## config.mk

```make
export PLATFORM = sky130hd
export DESIGN_NAME = alu_result_stage
export DESIGN_NICKNAME = d
export VERILOG_FILES = /design/src/rtl/alu_result_stage.sv
export SDC_FILE = /design/constraint.sdc
export NUM_CORES = 1
export LEC_CHECK = 0
export ABC_AREA = 1
export BUFFER_PORTS_ARGS = -buffer_cell sky130_fd_sc_hd__buf_2
export CELL_PAD_IN_SITES_DETAIL_PLACEMENT = 0
export CELL_PAD_IN_SITES_GLOBAL_PLACEMENT = 1
export CORE_MARGIN = 2
export CORE_UTILIZATION = 40
export CTS_BUF_LIST = sky130_fd_sc_hd__clkbuf_4 sky130_fd_sc_hd__clkbuf_8
export DETAILED_ROUTE_END_ITERATION = 16
export MAX_ROUTING_LAYER = met4
export PLACE_DENSITY_LB_ADDON = 0.1
export REMOVE_ABC_BUFFERS = 1
export SKIP_CTS_REPAIR_TIMING = 1
export SLEW_MARGIN = 20
export SYNTH_ARGS = -nofsm -noshare
export SYNTH_HDL_FRONTEND = slang
export SYNTH_SLANG_ARGS = --single-unit
```

## constraint.sdc

```tcl
create_clock -name CLK -period 1.9 [get_ports CLK]
set_input_delay 0.38 -clock CLK [delete_from_list [all_inputs] [get_ports CLK]]
set_output_delay 0.38 -clock CLK [all_outputs]
set_load 0.005 [all_outputs]
```

## src/rtl/alu_result_stage.sv

```systemverilog
// -----------------------------------------------------------------------------
// alu_result_stage
//   Registered output stage behind the ALU result mux bank. Captures the
//   selected result and its 3-bit op code, derives {Z,N,C,V}, and buffers up
//   to two completed operations in a 2-entry FIFO with a valid/ready handshake
//   toward the consumer. Keeps a wrapping count of delivered results.
//
// Ports
//   CLK, RST_N            clock, async active-low reset
//   IN_VALID / IN_READY   upstream handshake (IN_READY is registered)
//   SEL, RESULT           op code and mux bank output
//   CARRY_IN, OVF_IN      adder carry/borrow and signed overflow
//   OUT_VALID / OUT_READY downstream handshake
//   OUT_RESULT, OUT_SEL   head entry result and op code
//   FLAGS                 head entry flags {Z,N,C,V}
//   OP_COUNT              completed output transfers, modulo 2^CNT_W
// -----------------------------------------------------------------------------
module alu_result_stage #(
    parameter int WIDTH = 4,
    parameter int CNT_W = 8
) (
    input  logic             CLK,
    input  logic             RST_N,
    input  logic             IN_VALID,
    output logic             IN_READY,
    input  logic [2:0]       SEL,
    input  logic [WIDTH-1:0] RESULT,
    input  logic             CARRY_IN,
    input  logic             OVF_IN,
    output logic             OUT_VALID,
    input  logic             OUT_READY,
    output logic [WIDTH-1:0] OUT_RESULT,
    output logic [2:0]       OUT_SEL,
    output logic [3:0]       FLAGS,
    output logic [CNT_W-1:0] OP_COUNT
);

    typedef struct packed {
        logic [WIDTH-1:0] res;
        logic [2:0]       sel;
        logic [3:0]       flags;
    } entry_t;

    localparam logic [CNT_W-1:0] CNT_ONE = 1;

    // e0 is always the head; e1 only holds the second entry when full.
    entry_t     e0, e1, new_e;
    logic [1:0] count, count_nxt;
    logic       in_rdy_q;
    logic       push, pop, arith;
    logic [CNT_W-1:0] op_cnt;

    assign push  = IN_VALID & in_rdy_q;
    assign pop   = (count != 2'd0) & OUT_READY;

    // Carry and overflow are only meaningful for ADD (0) and SUB (1).
    assign arith = (SEL[2:1] == 2'b00);

    always_comb begin
        new_e       = '0;
        new_e.res   = RESULT;
        new_e.sel   = SEL;
        new_e.flags = {(RESULT == '0), RESULT[WIDTH-1], arith & CARRY_IN, arith & OVF_IN};
    end

    always_comb begin
        count_nxt = count;
        case ({push, pop})
            2'b10:   count_nxt = count + 2'd1;
            2'b01:   count_nxt = count - 2'd1;
            default: count_nxt = count;
        endcase
    end

    always_ff @(posedge CLK or negedge RST_N) begin
        if (!RST_N) begin
            e0       <= '0;
            e1       <= '0;
            count    <= 2'd0;
            in_rdy_q <= 1'b0;
            op_cnt   <= '0;
        end else begin
            count    <= count_nxt;
            in_rdy_q <= (count_nxt < 2'd2);
            if (pop)
                op_cnt <= op_cnt + CNT_ONE;

            // Push cannot coincide with count==2 because IN_READY is low then.
            // A pop at count==1 without a push leaves e0 untouched so the
            // outputs keep showing the last-popped entry while empty.
            if (pop) begin
                if (count == 2'd2)
                    e0 <= e1;
                else if (push)
                    e0 <= new_e;
            end else if (push) begin
                if (count == 2'd0)
                    e0 <= new_e;
                else
                    e1 <= new_e;
            end
        end
    end

    assign IN_READY   = in_rdy_q;
    assign OUT_VALID  = (count != 2'd0);
    assign OUT_RESULT = e0.res;
    assign OUT_SEL    = e0.sel;
    assign FLAGS      = e0.flags;
    assign OP_COUNT   = op_cnt;

endmodule

```

=== Word level (Yosys, flattened, before mapping) ===
Index checks and enable logic that the tools add are counted.

* Register bits after elaboration: 33
* Output and inout port bits: 21

* Add/sub/neg operators: 3
* Order comparisons: 1
* Equality and inequality tests: 3
* Multiplexer cells: 6
* Bitwise operators: 6
* Reduce and logical (&&, ||, !) cells: 9

{| class="wikitable"
|+ Operators with widths
! operator !! count
|-
| $mux W11 || 5
|-
| $add A8 B1 Y8 const B || 1
|-
| $reduce_bool A2 Y1 || 4
|-
| $reduce_and A3 Y1 || 2
|-
| $and A1 B1 Y1 || 4
|-
| $eq A2 B2 Y1 const B || 2
|-
| $logic_not A2 Y1 || 2
|-
| $logic_not A4 Y1 || 1
|-
| $pmux W2 S2 || 1
|-
| $add A2 B1 Y2 const B || 1
|-
| $eq A2 B1 Y1 const B || 1
|-
| $lt A2 B2 Y1 const B || 1
|-
| $not A1 Y1 || 2
|-
| $sub A2 B1 Y2 const B || 1
|}

=== Depth between registers and ports, before layout ===
Gate-level depths: netlist (run 1).

* Depth after elaboration: 5
* Depth in mapped cells: 10

=== Worst setup path after synthesis (run 1) ===
No wires, ideal clock.

* Path kind: register to register
* From: reg count[0]
* To: reg in_rdy_q, in the netlist IN_READY
* Setup time: 121 ps
* Data arrival time: 1,408 ps
* Data required time: 1,779 ps
* Slack: 371 ps
* Stages on the path, launching flop included: 9
* Path buffers: 1
* Clock period less this slack: 1,529 ps
* Path through: dfrtp_1 > nor2_4 > nor2_4 > buf_6 > ha_1 > inv_1 > nand3_1 > xor2_1 > inv_1

* Word-level cells in the longest chain between the ends: 5

{| class="wikitable"
|+ Ends and longest elaborated chain
! element !! RTL line !! RTL
|-
| start: declaration || 48 || <nowiki>logic [1:0] count, count_nxt;</nowiki>
|-
| start signal: assignment || 83 || <nowiki>count <= count_nxt;</nowiki>
|-
| $reduce_bool A2 Y1 || 54 || <nowiki>assign pop = (count != 2'd0) & OUT_READY;</nowiki>
|-
| $and A1 B1 Y1 || 54 ||
|-
| $eq A2 B1 Y1 or $eq A2 B2 Y1 (tied branches) || 68 || <nowiki>case ({push, pop})</nowiki>
|-
| $pmux W2 S2 * || 68 ||
|-
| $lt A2 B2 Y1 * || 84 || <nowiki>in_rdy_q <= (count_nxt < 2'd2);</nowiki>
|-
| end signal: assignment || 84 ||
|-
| end: declaration || 49 || <nowiki>logic in_rdy_q;</nowiki>
|}

Mark *: on every way between the ends. The rest lies on a longest branch, timed or not.
A chain may end at the register's enable or synchronous reset.

=== Worst setup path in the final report (run 1) ===
Same ends and word-level chain as after synthesis.

==> metrics.md, run 1 <==
| Metric | Value |
|---|---|
| Layout cells sized above 1 | 25.96% |
| P_leak | 1.056 nW |
| Final GP Congestion | 0.7416 |
| Bufs and invs on worst path | 2 |
| Clock latency on the worst-skew pair | 0.28 ns |
| Max_cap viols | 0 |
| Port Buffers | 33 |
| Maximum vdd drop | 810.0 uV |
| Initial DRT Pass Iterations | 4 |
| Layout Skew | 0.007797 ns |
| Worst Path Required | 2.06 ns |
| Via density | 4.527 |
| Fin crit period | 1.474 ns |
| Tot GR Track Use | 16.97% |
| Multi-input logic area | 678.2 um^2 |
| Die Width | 67.18 um |
| RSZ-0062 raised after global routing | false |
| Post-DRT Antenna Nets | 0 |
| Cell internal pwr | 1.654 mW |
| Net Sw Power | 1.032 mW |
| Seq pwr share | 43.0% |
| First-pass GRT wire length | 5.368 mm |
| Initial drt markers | 67 |
| Netlist cell types | 17 |
| Final hold vios | 0 |
| Clock power share | 19.3% |
| Fillers | 408 |
| Max Slew Vio Count | 0 |
| WL/cell | 10.87 um |
| Fin nets | 250 |
| CP endpoint kind | flop |
| R2R cell count | 7 |
| Pwr dens | 1434 nW/um^2 |
| Die height | 67.18 um |
| Boundary Pins | 34 |
| CP delay by family, top | flip-flops |
| WL final | 3.076 mm |
| Register area | 775.7 um^2 |
| Hold WC Path Type | in2async |
| Post-layout power | 2.686 mW |
| Clk buf depth | 2 |
| Largest net degree at the start of global routing | 32 |
| RR Startpoint | count[0]$_DFFE_PN0N_ |
| Fin cells | 283 |
| Initial antenna violation count | 0 |
| Highest Clock Rate | 678.3 MHz |
| DIE AREA | 4512 um^2 |
| Clock Sinks | 31 |
| DPL Wire Length | 2.258 mm |
| DP Cell Count | 275 |
| CP startpoint kind | flop |
| DRC viols | 0 |
| Vias post-DR | 1281 |
| Row cnt | 22 |
| N_diodes | 0 |
| Part of the cycle the worst path needs | 77.59% |
| Worst path cell trace | nor2_4 -> nor2_4 -> ha_1 -> inv_1 -> nand3_1 -> xor2_1 -> inv_1 |
| CTS HTree Levels | 2 |
| YS warnings | 0 |
| CTS tree | yes |
| Post-Syn Area | 1597 um^2 |
| Seq/Total Area, Yosys | 48.59% |
| Post-layout util | 50.03% |
| Hold Slack | 0.1446 ns |
| Sw Ratio | 38.43% |
| CP max stage cell | dfrtp_1 |
| # setup viols final | 0 |
| TritonCTS buffer count | 5 |
| Final TNS setup | 0 ns |
| CTS clk-pin slew, worst paths | 0.07 ns |
| Core ar. | 3744 um^2 |
| Rel. slew slack | 52.75% |
| Setup CP Type | reg2reg |
| Slowest stage delay, CP | 0.44 ns |
| Worst-path fanout max | 4 |
| Area delta synth->final | 17.32% |
| Worst reg2reg setup slack | 0.43 ns |
| Worst Max-Slew Pin Slew | 0.7087 ns |
| Synth Instances | 197 |
| Total congestion overflow | 0 |
| CTS root buf | clkbuf_8 |
| Status | finished, final reports clean |
| Syn Area/Cell | 8.104 um^2 |
| Comb pwr share | 37.7% |
| Worst reg2reg path endpoint | IN_READY$_DFF_PN0_ |
| Flops & latches, synth | 31 |
| CP arrival | 1.64 ns |
| Initial core utilization | 42.65% |
| Vias in the first global route | 1196 |
placed cells by master (no fill, tap or decap):
master,n
nand2_2,1
buf_4,2
nand3_2,2
nand4_1,3
nand3_1,7
xor2_1,2
xnor2_1,3
nor2_1,8
dfrtp_1,31
inv_2,1
ha_1,3
inv_1,23
buf_2,33
clkbuf_8,5
clkinv_2,1
nor2_4,4
o21ai_2,10
nand2_1,93
o21ai_0,1
clkbuf_4,2
state kept, by name, indices dropped and copies added (netlist names), named ones only:
register / count
OUT_SEL: 3
OUT_RESULT: 3
OP_COUNT: 8
FLAGS: 4
IN_READY: 1
count: 1
e1: 10
metal layers:
metal / vias to the layer above / share of wire [%] / track usage [%]
met5: - / 0 / -
met4: 0 / 1.8 / 6.888
met3: 6 / 4.9 / 5.167
met2: 26 / 45 / 25.12
met1: 575 / 48 / 21.71
li1: 674 / - / -
worst max-delay path by stage:
stage | startpoint | slack (ns) | end | cells past startpoint
finish | count[0]$_DFFE_PN0N_ | 0.43 | IN_READY$_DFF_PN0_ | 7
global route | count[0]$_DFFE_PN0N_ | 0.29 | FLAGS[2]$_DFFE_PN0P_ | 9
CTS | count[0]$_DFFE_PN0N_ | 0.41 | IN_READY$_DFF_PN0_ | 7
detailed placement | OUT_READY | 0.35 | FLAGS[2]$_DFFE_PN0P_ | 10
global placement | OUT_READY | 0.39 | FLAGS[2]$_DFFE_PN0P_ | 10
floorplan | count[0]$_DFFE_PN0N_ | 0.46 | IN_READY$_DFF_PN0_ | 7
cell usage after synthesis:
master    n  area [um^2]
buf_4     1        7.510
buf_6     4        45.04
dfrtp_1  31        775.7
ha_1      3        37.54
inv_1    23        86.33
inv_2     1        3.750
nand2_1  93        349.1
nand2_2   1        6.260
nand3_1   7        35.03
nand3_2   2        20.02
nand4_1   3        18.77
nor2_1    8        30.03
nor2_4    4        45.04
o21ai_0   1        5.000
o21ai_2  10        87.58
xnor2_1   3        26.28
xor2_1    2        17.52
power by group through the flow:
stage	clock [mW]	combinational (mW)	sequential, mW
final	0.518	1.01	1.16
after global routing	0.580	1.20	1.20
after CTS	0.544	1.04	1.16
after detailed placement	0	1.03	1.17
after global placement	0	1.01	1.16
after floorplan	0	0.658	1.15
area by class of cell:
class | instances | share of cell area [%]
multi-input cells | 137 | 36.21
inverters | 24 | 4.810
clock buffers | 7 | 4.476
well taps | 48 | 3.206
repair buffers | 35 | 9.619
flip-flops and latches | 31 | 41.42
clock inverters | 1 | 0.2672
cell families (layout without fill, tap and decap cells):
| group | after synthesis | after routing | share of synthesized area [%] |
|---|---|---|---|
| xor+xnor | 5 | 5 | 2.743 |
| buf+inv | 29 | 67 | 8.934 |
| flops | 31 | 31 | 48.59 |
| compound gates | 11 | 11 | 5.799 |
| simple gates | 118 | 118 | 31.58 |
| fa+ha+maj | 3 | 3 | 2.351 |
per-stage QoR:
step | worst slack [ns] | area, um^2
after floorplan | 0.4560 | 1544
after global placement | 0.3879 | 1784
after detailed placement | 0.3498 | 1784
after CTS | 0.4086 | 1873
after global routing | 0.2945 | 1873
final | 0.4257 | 1873
worst reg2reg max path: stages, from the launching register on:
cell and delay [ns]:
dfrtp_1 0.44, nor2_4 0.20, nor2_4 0.05, ha_1 0.31, inv_1 0.06, nand3_1 0.08
xor2_1 0.17, inv_1 0.05
(Power assumes the default switching activity.)
==> inputs of run 2 (changes only) <==
Clock period 1.9 ns to 1.4 ns, I/O delays scaled along.
==> metrics.md, run 2 (synthesized netlist as in run 1, its figures left out) <==
| Metric | Value |
|---|---|
| Initial antenna violation count | 0 (unchanged) |
| CP max stage cell | dfrtp_1 |
| R2R cell count | 9 (+2) |
| Initial DRT Pass Iterations | 4 (unchanged) |
| Post-layout util | 55.78% (+5.7 points) |
| Most common cell after layout, fill and taps aside | nand2_1 |
| CTS clk-pin slew, worst paths | 0.06 ns (about the same) |
| N_diodes | 0 (unchanged) |
| Final TNS setup | 0 ns (unchanged) |
| Worst Path Required | 1.12 ns (-0.94 ns) |
| Vias in the first global route | 1227 (+2.6%) |
| Sw Ratio | 39.57% (+1.1 points) |
| CP delay by family, top | flip-flops |
| DP Cell Count | 281 (+2.2%) |
| Initial core utilization | 42.65% (unchanged) |
| Final hold vios | 0 (unchanged) |
| Total congestion overflow | 0 (unchanged) |
| RR Startpoint | count[0]$_DFFE_PN0N_ |
| Layout cells sized above 1 | 39.18% (+13 points) |
| Largest net degree at the start of global routing | 32 (unchanged) |
| Die Width | 67.18 um (unchanged) |
| Post-DRT Antenna Nets | 0 (unchanged) |
| Cell internal pwr | 2.522 mW (+52%) |
| DPL Wire Length | 2.318 mm (+2.7%) |
| CP arrival | 1.12 ns (-0.52 ns) |
| Worst path cell trace | nor2_4 -> buf_4 -> inv_1 -> buf_2 |
| Core ar. | 3744 um^2 (unchanged) |
| TritonCTS buffer count | 5 (unchanged) |
| Clock latency on the worst-skew pair | 0.28 ns (about the same) |
| First-pass GRT wire length | 5.423 mm (+1.0%) |
| WL/cell | 12.17 um (+12%) |
| Clock Sinks | 31 (unchanged) |
| Initial drt markers | 40 (-40%) |
| Highest Clock Rate | 716.1 MHz |
| CTS tree | yes |
| WL final | 3.567 mm (+16%) |
| Row cnt | 22 (unchanged) |
| Design Area, Final | 2088 um^2 (+11%) |
| Cell Area, Placed | 1854 um^2 (+3.9%) |
| DIE AREA | 4512 um^2 (unchanged) |
| Tot GR Track Use | 16.98% (+0.017 points) |
| Post-layout power | 4.172 mW (+55%) |
| Clk buf depth | 2 (unchanged) |
| Max_cap viols | 0 (unchanged) |
| Worst reg2reg path endpoint | FLAGS[1]$_DFFE_PN0P_ |
| Fillers | 382 (-6.4%) |
| Die height | 67.18 um (unchanged) |
| Worst-path fanout max | 2 (-2) |
| Worst Max-Slew Pin Slew | 0.4032 ns (-0.3056 ns) |
| CTS root buf | clkbuf_8 |
| CTS HTree Levels | 2 (unchanged) |
| Commonest non-fill, non-tap cells in the layout | nand2_1 (76), buf_2 (33), dfrtp_1 (31) |
| Hold WC Path Type | in2async |
| Maximum vdd drop | 1062 uV (+31%) |
| CP endpoint kind | output pin |
| Final GP Congestion | 0.7621 (+2.8%) |
| Hold Slack | 0.01182 ns (-0.1327 ns) |
| Rel. slew slack | 73.12% (+20 points) |
| Worst reg2reg setup slack | 0.01 ns (-0.42 ns) |
| Setup CP Type | reg2out |
| Status | finished, final reports clean |
| RSZ-0062 raised after global routing | true |
| Part of the cycle the worst path needs | 99.74% |
| DRC viols | 0 (unchanged) |
| # setup viols final | 0 (unchanged) |
| Setup WS pre-CTS | -0.02157 ns (-0.3714 ns) |
| Seq pwr share | 37.6% (-5.4 points) |
| Net Sw Power | 1.651 mW (+60%) |
| Fin nets | 261 (+4.4%) |
| Largest register FFs | 10 (unchanged) |
| Bufs and invs on worst path | 3 (+1) |
| Vias post-DR | 1333 (+4.1%) |
| Register area | 775.7 um^2 (unchanged) |
| Port Buffers | 33 (unchanged) |
| Area delta synth->final | 30.80% |
| Biggest register | e1 |
| Layout Skew | 0.003023 ns (-0.004774 ns) |
| Clock power share | 16.9% (-2.4 points) |
| Fin cells | 293 (+3.5%) |
| Multi-input logic area | 798.3 um^2 (+18%) |
| Via density | 4.549 (+0.51%) |
| Comb pwr share | 45.4% (+7.7 points) |
| Max Slew Vio Count | 0 (unchanged) |
| Boundary Pins | 34 (unchanged) |
| Pwr dens | 1998 nW/um^2 (+39%) |
| CP startpoint kind | flop |
| Slowest stage delay, CP | 0.40 ns (-0.04 ns) |
| P_leak | 1.140 nW (+8.0%) |
| Fin worst setup slack | 0.003606 ns (-0.4221 ns) |
| Fin crit period | 1.396 ns |
-- run 2: how the worst max path moves through the flow --
| stage | cells past startpoint | end |
|---|---|---|
| final | 4 | OUT_VALID |
| after global routing | 9 | FLAGS[1]$_DFFE_PN0P_ |
| after CTS | 9 | FLAGS[3]$_DFFE_PN0P_ |
| after detailed placement | 9 | FLAGS[3]$_DFFE_PN0P_ |
| after global placement | 10 | OUT_SEL[0]$_DFFE_PN0P_ |
| after floorplan | 7 | IN_READY$_DFF_PN0_ |
-- run 2: area by class of cell --
cell class / count / share of cell area, %
clock inverter: 1 / 0.2397
timing repair buffer: 44 / 13.24
sequential: 31 / 37.15
tap: 48 / 2.876
inverter: 24 / 4.314
clock buffer: 6 / 3.954
multi-input combinational: 139 / 38.23
-- run 2: power groups by stage --
stage / clock network, mW / registers (mW) / logic [mW]
3_5_place_dp: 0 / 1.57 / 1.54
5_1_grt: 0.773 / 1.61 / 2.14
3_3_place_gp: 0 / 1.54 / 1.51
4_1_cts: 0.728 / 1.55 / 1.55
2_1_floorplan: 0 / 1.56 / 0.893
6_report: 0.707 / 1.57 / 1.90
-- run 2: layer usage --
layer	vias to the layer above	routed length, um	track usage, %
met5	-	0	-
met2	24	1727	27.23
met4	0	81	6.888
met3	9	152	5.000
li1	693	-	-
met1	607	1606	20.02
==> inputs of run 3 (changes only) <==
Settings changed: CORE_UTILIZATION 40 to 35.
==> metrics.md, run 3 (synthesized netlist as in run 1, its figures left out) <==
| Metric | Value |
|---|---|
| Status | finished, final reports clean |
| Worst-path fanout max | 2 (unchanged) |
| Cell internal pwr | 2.457 mW (-2.6%) |
| DRC viols | 0 (unchanged) |
| Sw Ratio | 39.14% (-0.43 points) |
| Worst Max-Slew Pin Slew | 0.4014 ns (-0.001771 ns) |
| CP endpoint kind | output pin |
| CTS tree | yes |
| Vias in the first global route | 1328 (+8.2%) |
| Part of the cycle the worst path needs | 99.32% (-0.42 points) |
| Clock latency on the worst-skew pair | 0.27 ns (about the same) |
| Fin crit period | 1.390 ns (-0.005921 ns) |
| Worst reg2reg path endpoint | OUT_RESULT[2]$_DFFE_PN0P_ |
| Boundary Pins | 34 (unchanged) |
| Clock power share | 15.9% (-1.0 points) |
| Cell Area, Placed | 1857 um^2 (+0.13%) |
| Clock Sinks | 31 (unchanged) |
| N_diodes | 0 (unchanged) |
| # setup viols final | 0 (unchanged) |
| Final GP Congestion | 0.7979 (+4.7%) |
| DPL Wire Length | 2.392 mm (+3.2%) |
| Fin nets | 262 (+0.38%) |
| WL final | 3.460 mm (-3.0%) |
| Max_cap viols | 0 (unchanged) |
| CTS HTree Levels | 2 (unchanged) |
| Clk buf depth | 2 (unchanged) |
| Max Slew Vio Count | 0 (unchanged) |
| Via density | 4.519 (-0.68%) |
| Commonest non-fill, non-tap cells in the layout | nand2_1 (90), buf_2 (32), dfrtp_1 (31) |
| Port Buffers | 33 (unchanged) |
| Layout cells sized above 1 | 33.47% (-5.7 points) |
| TritonCTS buffer count | 5 (unchanged) |
| Post-layout power | 4.037 mW (-3.3%) |
| Worst Path Required | 1.12 ns (about the same) |
| Initial core utilization | 36.42% (-6.2 points) |
| RSZ-0062 raised after global routing | true |
| Vias post-DR | 1342 (+0.68%) |
| Initial DRT Pass Iterations | 4 (unchanged) |
| Initial antenna violation count | 0 (unchanged) |
| Comb pwr share | 45.5% (about the same) |
| Post-DRT Antenna Nets | 0 (unchanged) |
| Net Sw Power | 1.580 mW (-4.3%) |
| Post-layout util | 46.66% (-9.1 points) |
| CP startpoint kind | flop |
| Final TNS setup | 0 ns (unchanged) |
| Rel. slew slack | 73.24% (+0.12 points) |
| Hold WC Path Type | in2async |
| Seq pwr share | 38.5% (+0.9 points) |
| Pwr dens | 1973 nW/um^2 (-1.2%) |
| Maximum vdd drop | 956.5 uV (-10%) |
| Row cnt | 24 (+9.1%) |
| Die Width | 71.54 um (+6.5%) |
| R2R cell count | 9 (unchanged) |
| Design Area, Final | 2046 um^2 (-2.0%) |
| Initial drt markers | 107 (+170%) |
| Layout Skew | 0.003211 ns (+0.0001885 ns) |
| Total congestion overflow | 0 (unchanged) |
| Setup CP Type | reg2out |
| Highest Clock Rate | 719.2 MHz (+0.43%) |
| Largest register FFs | 10 (unchanged) |
| Final hold vios | 0 (unchanged) |
| Worst reg2reg setup slack | 0.03 ns (+0.02 ns) |
| Biggest register | e1 |
| Area delta synth->final | 28.13% |
| P_leak | 1.115 nW (-2.2%) |
| CTS clk-pin slew, worst paths | 0.06 ns (about the same) |
| Largest net degree at the start of global routing | 32 (unchanged) |
| Most common cell after layout, fill and taps aside | nand2_1 |
| Core ar. | 4384 um^2 (+17%) |
| First-pass GRT wire length | 5.844 mm (+7.8%) |
| DIE AREA | 5118 um^2 (+13%) |
| CP arrival | 1.11 ns (about the same) |
| CTS root buf | clkbuf_8 |
| WL/cell | 11.65 um (-4.3%) |
| Fillers | 445 (+16%) |
| Tot GR Track Use | 15.03% (-2.0 points) |
| Die height | 71.54 um (+6.5%) |
==> run 3: worst max path at each step <==
| stage | slack, ns | from | cells past startpoint | endpoint |
|---|---|---|---|---|
| 3_3_place_gp | 0.03 | OUT_READY | 10 | OUT_RESULT[2]$_DFFE_PN0P_ |
| 5_1_grt | -0.06 | flop | 8 | OUT_SEL[1]$_DFFE_PN0P_ |
| 2_1_floorplan | -0.04 | count[0]$_DFFE_PN0N_ | 7 | IN_READY$_DFF_PN0_ |
| 6_report | 0.01 | flop | 4 | OUT_VALID |
| 4_1_cts | -0.03 | count[0]$_DFFE_PN0N_ | 7 | IN_READY$_DFF_PN0_ |
| 3_5_place_dp | -0.02 | OUT_READY | 10 | OUT_RESULT[2]$_DFFE_PN0P_ |
==> run 3: critical path, cell delays in order, from the launching register on <==
cell	delay, ns
dfrtp_1	0.41
nor2_4	0.16
buf_6	0.14
inv_4	0.03
buf_6	0.10
==> run 3: power groups by stage <==
stage / clock, mW / sequential, mW / combinational [mW]
3_3_place_gp: 0 / 1.55 / 1.51
5_1_grt: 0.723 / 1.60 / 2.09
2_1_floorplan: 0 / 1.56 / 0.893
6_report: 0.642 / 1.56 / 1.84
3_5_place_dp: 0 / 1.56 / 1.55
4_1_cts: 0.680 / 1.55 / 1.56
==> run 3: per-layer routing <==
| metal | global-route usage, % | vias up | wire [um] |
|---|---|---|---|
| li1 | - | 691 | - |
| met1 | 18.94 | 616 | 1587 |
| met2 | 22.84 | 29 | 1648 |
| met3 | 5.063 | 6 | 180 |
| met4 | 4.822 | 0 | 44 |
| met5 | - | - | 0 |
==> run 3: layout make-up <==
type | instances | area (um^2) | share of cell area [%]
clock buffers | 6 | 76.32 | 3.731
inverters | 24 | 95.09 | 4.648
multi-input cells | 139 | 760.7 | 37.19
flip-flops and latches | 31 | 775.7 | 37.92
well taps | 52 | 65.06 | 3.180
repair buffers | 45 | 272.8 | 13.33
==> run 3: through the flow <==
step	setup slack, ns	std cells	hold WS (ns)
2_1_floorplan	-0.04395	192	-0.01559
3_3_place_gp	0.03345	288	0.3199
3_5_place_dp	-0.01841	288	0.3268
4_1_cts	-0.02926	294	0.02547
5_1_grt	-0.05664	297	0.04359
6_report	0.009527	297	0.01823
